$ cat config.mk
export PLATFORM = sky130hd
export DESIGN_NAME = regfile_wport_arbiter
export DESIGN_NICKNAME = d
export VERILOG_FILES = /design/src/rtl/regfile_wport_arbiter_pkg.sv /design/src/rtl/regfile_wport_arbiter_wport_fifo.sv /design/src/rtl/regfile_wport_arbiter.sv
export SDC_FILE = /design/constraint.sdc
export NUM_CORES = 1
export LEC_CHECK = 0
export CORE_MARGIN = 2
export CORE_UTILIZATION = 28
export DETAILED_ROUTE_END_ITERATION = 10
export PLACE_DENSITY = 0.51
export SKIP_LAST_GASP = 1
export SYNTH_ARGS = -nofsm -noshare
export SYNTH_HDL_FRONTEND = slang
export SYNTH_SLANG_ARGS = --single-unit
$ cat constraint.sdc
create_clock -name clk -period 9.3 [get_ports clk]
set_clock_uncertainty 0.05 [all_clocks]
set_input_delay 1.86 -clock clk [delete_from_list [all_inputs] [get_ports clk]]
set_output_delay 1.86 -clock clk [all_outputs]
set_load 0.02 [all_outputs]
$ cat src/rtl/regfile_wport_arbiter_pkg.sv
// Shared constants and state encodings for the register-file write-port arbiter.
// The optional same-cycle LU bypass is enabled with the REGFILE_ARB_BYPASS_EN macro.
package regfile_wport_arbiter_pkg;

    localparam int REG_DATA_W       = 32;
    localparam int ARB_REG_NUM      = 32;
    localparam int ARB_FIFO_DEPTH   = 2;
    localparam int ARB_STARVE_LIMIT = 4;

    typedef enum logic [1:0] {
        ARB_IDLE   = 2'd0,
        ARB_WAIT   = 2'd1,
        ARB_BUBBLE = 2'd2
    } arb_state_e;

endpackage

$ cat src/rtl/regfile_wport_arbiter_wport_fifo.sv
// Parametric synchronous FIFO buffering LU results until a free write slot.
// The caller guarantees no push when full and no pop when empty.
module wport_fifo #(
    parameter int DEPTH = 2,
    parameter int WIDTH = 37
) (
    input  logic             clk,
    input  logic             rst,
    input  logic             push,
    input  logic [WIDTH-1:0] push_data,
    input  logic             pop,
    output logic             full,
    output logic             empty,
    output logic [WIDTH-1:0] head
);

    localparam int PTR_W = (DEPTH > 1) ? $clog2(DEPTH) : 1;

    logic [WIDTH-1:0] mem_q [DEPTH];
    logic [WIDTH-1:0] mem_d [DEPTH];
    logic [PTR_W-1:0] wr_ptr_q, wr_ptr_d;
    logic [PTR_W-1:0] rd_ptr_q, rd_ptr_d;
    logic [PTR_W:0]   count_q, count_d;

    // Pointers wrap naturally because DEPTH is a power of two.
    always_comb begin
        mem_d    = mem_q;
        wr_ptr_d = wr_ptr_q;
        rd_ptr_d = rd_ptr_q;
        count_d  = count_q;
        if (push) begin
            mem_d[wr_ptr_q] = push_data;
            wr_ptr_d        = wr_ptr_q + PTR_W'(1);
        end
        if (pop) begin
            rd_ptr_d = rd_ptr_q + PTR_W'(1);
        end
        if (push && !pop) begin
            count_d = count_q + (PTR_W+1)'(1);
        end else if (pop && !push) begin
            count_d = count_q - (PTR_W+1)'(1);
        end
    end

    always_ff @(posedge clk) begin
        mem_q <= mem_d;
        if (rst) begin
            wr_ptr_q <= '0;
            rd_ptr_q <= '0;
            count_q  <= '0;
        end else begin
            wr_ptr_q <= wr_ptr_d;
            rd_ptr_q <= rd_ptr_d;
            count_q  <= count_d;
        end
    end

    assign full  = (count_q == (PTR_W+1)'(DEPTH));
    assign empty = (count_q == '0);
    assign head  = mem_q[rd_ptr_q];

endmodule

$ cat src/rtl/regfile_wport_arbiter.sv
// Shares the register-file write port between WB and the long-latency unit, tracks
// pending LU destinations for ID hazards, and requests a bubble when the LU starves.
import regfile_wport_arbiter_pkg::*;

module regfile_wport_arbiter #(
    parameter int FIFO_DEPTH   = ARB_FIFO_DEPTH,
    parameter int STARVE_LIMIT = ARB_STARVE_LIMIT,
    parameter int REG_NUM      = ARB_REG_NUM
) (
    input  logic                       clk,
    input  logic                       rst,
    input  logic                       wb_we,
    input  logic [$clog2(REG_NUM)-1:0] wb_waddr,
    input  logic [31:0]                wb_wdata,
    input  logic                       lu_valid,
    output logic                       lu_ready,
    input  logic [$clog2(REG_NUM)-1:0] lu_waddr,
    input  logic [31:0]                lu_wdata,
    input  logic                       issue_valid,
    input  logic [$clog2(REG_NUM)-1:0] issue_waddr,
    input  logic                       id_re1,
    input  logic [$clog2(REG_NUM)-1:0] id_raddr1,
    input  logic                       id_re2,
    input  logic [$clog2(REG_NUM)-1:0] id_raddr2,
    input  logic                       id_we,
    input  logic [$clog2(REG_NUM)-1:0] id_waddr,
    output logic                       raw_stall,
    output logic                       stall_req,
    output logic                       rf_we,
    output logic [$clog2(REG_NUM)-1:0] rf_waddr,
    output logic [31:0]                rf_wdata,
    output logic [1:0]                 dbg_state
);

    localparam int AW    = $clog2(REG_NUM);
    localparam int DW    = REG_DATA_W;
    localparam int CNT_W = $clog2(STARVE_LIMIT) + 1;

    logic          wb_busy;
    logic          bypass;
    logic          fifo_push;
    logic          fifo_pop;
    logic          fifo_full;
    logic          fifo_empty;
    logic          blocked;
    logic [AW+DW-1:0] fifo_head;
    logic [AW-1:0] head_waddr;
    logic [DW-1:0] head_wdata;

    logic [REG_NUM-1:0] pending_q, pending_d;
    arb_state_e         state_q, state_d;
    logic [CNT_W-1:0]   cnt_q, cnt_d;

    assign {head_waddr, head_wdata} = fifo_head;

    wport_fifo #(
        .DEPTH (FIFO_DEPTH),
        .WIDTH (AW + DW)
    ) u_fifo (
        .clk       (clk),
        .rst       (rst),
        .push      (fifo_push),
        .push_data ({lu_waddr, lu_wdata}),
        .pop       (fifo_pop),
        .full      (fifo_full),
        .empty     (fifo_empty),
        .head      (fifo_head)
    );

    // WB always owns the port when it writes a real register; $0 writes free the slot.
    always_comb begin
        wb_busy  = wb_we && (wb_waddr != '0);
        lu_ready = !rst && !fifo_full;
        bypass   = 1'b0;
`ifdef REGFILE_ARB_BYPASS_EN
        bypass   = lu_ready && fifo_empty && !wb_busy && lu_valid && (lu_waddr != '0);
`endif
        fifo_pop  = !rst && !fifo_empty && !wb_busy;
        fifo_push = lu_valid && lu_ready && (lu_waddr != '0) && !bypass;
        blocked   = !fifo_empty && !fifo_pop;
        rf_we     = 1'b0;
        rf_waddr  = '0;
        rf_wdata  = '0;
        if (!rst) begin
            if (wb_busy) begin
                rf_we    = 1'b1;
                rf_waddr = wb_waddr;
                rf_wdata = wb_wdata;
            end else if (!fifo_empty) begin
                rf_we    = 1'b1;
                rf_waddr = head_waddr;
                rf_wdata = head_wdata;
            end else if (bypass) begin
                rf_we    = 1'b1;
                rf_waddr = lu_waddr;
                rf_wdata = lu_wdata;
            end
        end
    end

    // A new issue to a register being retired in the same cycle keeps it pending.
    always_comb begin
        pending_d = pending_q;
        if (fifo_pop) begin
            pending_d[head_waddr] = 1'b0;
        end
        if (bypass) begin
            pending_d[lu_waddr] = 1'b0;
        end
        if (issue_valid) begin
            pending_d[issue_waddr] = 1'b1;
        end
        pending_d[0] = 1'b0;
    end

    assign raw_stall = !rst && ((id_re1 && pending_q[id_raddr1]) ||
                                (id_re2 && pending_q[id_raddr2]) ||
                                (id_we  && pending_q[id_waddr]));

    always_ff @(posedge clk) begin
        if (rst) begin
            state_q   <= ARB_IDLE;
            cnt_q     <= '0;
            pending_q <= '0;
        end else begin
            state_q   <= state_d;
            cnt_q     <= cnt_d;
            pending_q <= pending_d;
        end
    end

    // The cycle that enters WAIT is the first blocked cycle, so the count starts at 1.
    always_comb begin
        state_d = state_q;
        cnt_d   = cnt_q;
        case (state_q)
            ARB_IDLE: begin
                if (blocked) begin
                    state_d = (STARVE_LIMIT <= 1) ? ARB_BUBBLE : ARB_WAIT;
                    cnt_d   = CNT_W'(1);
                end
            end
            ARB_WAIT: begin
                if (!blocked) begin
                    state_d = ARB_IDLE;
                    cnt_d   = '0;
                end else if (cnt_q == CNT_W'(STARVE_LIMIT - 1)) begin
                    state_d = ARB_BUBBLE;
                end else begin
                    cnt_d = cnt_q + CNT_W'(1);
                end
            end
            ARB_BUBBLE: begin
                if (fifo_pop) begin
                    state_d = ARB_IDLE;
                    cnt_d   = '0;
                end
            end
            default: begin
                state_d = ARB_IDLE;
                cnt_d   = '0;
            end
        endcase
    end

    always_comb begin
        stall_req = (state_q == ARB_BUBBLE);
        dbg_state = state_q;
    end

endmodule
==> results.txt <==
The run finished with clean final reports. The average cell area after synthesis is 10.47 um^2. The routed length per instance is 17.30 um.

In this run the post-CTS setup repair buffer count came out at 0. The setup slack of the most critical reg-to-reg path is 6770 ps. The wire length of the first global-routing pass came out at 27.36 mm. TritonCTS built the clock tree. The post-DP HPWL is 12.04 mm. The routability congestion estimate came out at 0.8536. Compared with the post-synthesis result, the final layout area differs by 37.94%.

The TritonCTS buffer count came out at 17. Power spread over the standard cell area amounts to 180.7 mW/mm^2. In this run the critical register-to-register path is captured at pending_q[15].

The cell count after synthesis came out at 562. The via count is 4955. The count of pins over their slew limit came out at 0. The detailed-route wire length is 16.99 mm.

In the synthesized netlist the dominant register cell turns out to be edfxtp_1. The total nets after synthesis came out at 667. The most congested layer reported by global routing is met2. The later pin in the worst-skew pair is clocked with a latency of 410 ps. The number of setup violations in the final report is 0. The via count of the first global-routing pass came out at 5185.

The number of remaining DRC errors came out at 0. The highest clock rate is 144.2 MHz. The number of vias per cell came out at 5.046. The element type at the critical path end is a primary output. The boundary pin count is 145. After floorplanning, the core was sized to cover 0.02082 mm^2. In the global route stage, met3 resource usage came out at 4.771%.

The final setup TNS is 0 ps. Counting every sink on the clock net gives 114. The number of iterations in the first detailed-routing pass came out at 4. In this run, synthesis inferred 74 flip-flops with an integrated enable. In this run the worst setup path terminates at rf_wdata[12]. The beginning of the critical path is wb_waddr[4]. The worst register-to-register path begins at u_fifo.rd_ptr_q. The repair_antennas step left the layout with diodes totalling 0.

In this run, post-CTS hold repair placed 0 buffers. The warning count from the yosys run is 0. The met1 track demand over resource came out at 20.32%. The worst hold path belongs to the class reg -> reg. The largest net degree at the start of global routing came out at 51. The final period utilization came out at 74.56%. The horizontal die dimension is 149.0 um.

The post-synth design cell area came out at 0.005883 mm^2. The number of endpoints with negative hold slack in the final report came out at 0. The minimum clock period is 6934 ps. In this run the worst path has a maximum fanout of 49. The final global-route overflow total came out at 0. The arrival time at the worst endpoint is 5020 ps.

Cells with a size suffix above 1 make up 9.194% of the layout. Once layout is complete, the utilization of the core stands at 38.97%. The port buffer count is 144. The longest clock path from root to sink contains 2 buffers. After the last flow step, the layout net total stands at 799. The detailed router finished its first iteration with 385 violations. The worst setup path is launched from an input port. The analysis attributes to cell leakage a power of 2.656 nW.

The initial core utilization came out at 28.25%. The die outline height came out at 149.0 um. Synthesis inferred 114 register bits.

The fraction of synthesis flops using an asynchronous set or reset pin is 0%. The class of the most critical setup path is in -> out. The unique cell type count in the Yosys netlist came out at 55. The combined global-route utilization of all metal layers came out at 15.83%.

The remaining antenna violation count after routing came out at 0. The filler cell count is 2075. For the pin with the worst max-slew slack, the measured transition is 1299 ps.

The placed instance count is 950. The cell at the root of the clock tree is clkbuf_16. The number of standard cells in the layout, taps in and fillers out is 982. The met2 routing resource usage after global routing came out at 24.95%. Headroom to the max-slew limit came out at 13.08%. The logic depth of the worst register-to-register path is 5. Of the synthesized area, sequential elements account for 51.38%. The number of cell rows came out at 53. The depth of the CTS H-tree is 4. Setup repair after global routing left no endpoint under its margin. The biggest area contributor in the post-synthesis netlist is edfxtp_1. The post-cts repair resize count came out at 0.

The area share of the largest cell type after synthesis is 37.77%. Data on the critical path is required at its endpoint by 7390 ps. Yosys attributes the largest share of cell area to edfxtp_1, dfxtp_1, mux2i_1, mux4_2, a21oi_1. The number of antenna violations at the first check in global routing came to 0.

The clock-pin slew on the worst setup and hold paths is 50 ps. Max-cap violations in this run came to 0. The die covers 0.02219 mm^2. VDD sags by at most 83.64 uV.
worst min-delay path by stage:
stage | depth (start not counted) | startpoint | to
floorplan | 2 | cnt_q[1] | cnt_q[1]
global placement | 2 | cnt_q[1] | cnt_q[1]
detailed placement | 2 | cnt_q[1] | cnt_q[1]
CTS | 2 | cnt_q[1] | cnt_q[1]
global route | 2 | cnt_q[1] | cnt_q[1]
finish | 2 | cnt_q[1] | cnt_q[1]
per-stage QoR:
| stage | setup slack (ps) | power (mW) | cell area [um^2] | hold slack, ps |
|---|---|---|---|---|
| 6_report | 2366 | 1.467 | 8115 | 440.9 |
| 4_1_cts | 2351 | 1.484 | 8115 | 442.7 |
| 2_1_floorplan | 3648 | 0.7468 | 5883 | 408.2 |
| 3_5_place_dp | 2371 | 0.8754 | 7556 | 435.0 |
| 5_1_grt | 2160 | 1.534 | 8115 | 452.8 |
| 3_3_place_gp | 2426 | 0.8708 | 7556 | 420.2 |
layout by cell type, fill, tap and decap left out, drive strengths merged, types with 6 or more instances in the layout:
| cell type | n |
|---|---|
| mux2 | 6 |
| a21oi | 58 |
| mux2i | 47 |
| dfxtp | 40 |
| nand3 | 7 |
| mux4 | 14 |
| nand2 | 60 |
| inv | 16 |
| o21ai | 54 |
| clkbuf | 17 |
| edfxtp | 74 |
| clkdlybuf4s50 | 143 |
| clkinv | 7 |
| nor3b | 8 |
| nor2b | 6 |
| nor2 | 34 |
| nand2b | 10 |
| nor3 | 25 |
worst max-delay path, cell delays in order:
cell and delay [ps]:
clkdlybuf4s50_1 490, or4_4 560, o21a_1 180, buf_4 260, or3_1 710, o21ai_0 300, clkdlybuf4s50_1 640
layer usage:
metal | vias to the layer above | share of wire [%]
met2 | 176 | 46
met3 | 21 | 7.1
met4 | 0 | 1.5
met1 | 2384 | 45
li1 | 2374 | -
met5 | - | 0
cell families after synthesis:
| group | synth area share (%) |
|---|---|
| compound gates | 14.27 |
| xor+xnor | 0.4467 |
| fa+ha+maj | 0.6381 |
| buf+inv | 3.382 |
| flops | 51.38 |
| mux | 14.50 |
| simple gates | 15.38 |
synthesized netlist by cell type, drive strengths merged, types with 2 or more instances:
| cell | count |
|---|---|
| xor2 | 2 |
| or4 | 5 |
| o21ai | 54 |
| or3 | 3 |
| nand3 | 7 |
| a21oi | 58 |
| nand2b | 10 |
| mux2i | 47 |
| nor3b | 8 |
| nor2 | 34 |
| nand4 | 2 |
| a2bb2oi | 3 |
| nand3b | 4 |
| nand2 | 60 |
| a31oi | 2 |
| nor4 | 2 |
| o32ai | 2 |
| clkbuf | 22 |
| and3b | 3 |
| ha | 3 |
| or2 | 3 |
| o211a | 2 |
| and3 | 4 |
| o21a | 2 |
| mux2 | 6 |
| nor3 | 25 |
| edfxtp | 74 |
| inv | 13 |
| buf | 13 |
| nor2b | 6 |
| o22ai | 5 |
| a311oi | 3 |
| a2111oi | 5 |
| dfxtp | 40 |
| mux4 | 14 |
final cells by class:
cell class              count  area [um^2]  area share (%)
well taps                 275        344.1           4.240
multi-input cells         400         2673           32.93
inverters                  13        48.80          0.6013
clock buffers              17        425.4           5.242
clock inverters            15        133.9           1.650
repair buffers            148         1466           18.07
flip-flops and latches    114         3024           37.26
flip-flops by register name (all words and copies together) (netlist names):
signal,count
pending_q,31
u_fifo.count_q,2
u_fifo.mem_q,74
dbg_state,2
u_fifo.rd_ptr_q,1
cnt_q,3
u_fifo.wr_ptr_q,1
report_power, final:
group / switching (mW) / internal, mW
registers: 0.0125 / 0.566
clock network: 0.236 / 0.368
logic: 0.157 / 0.128
Power figures use the tool's default switching activity.
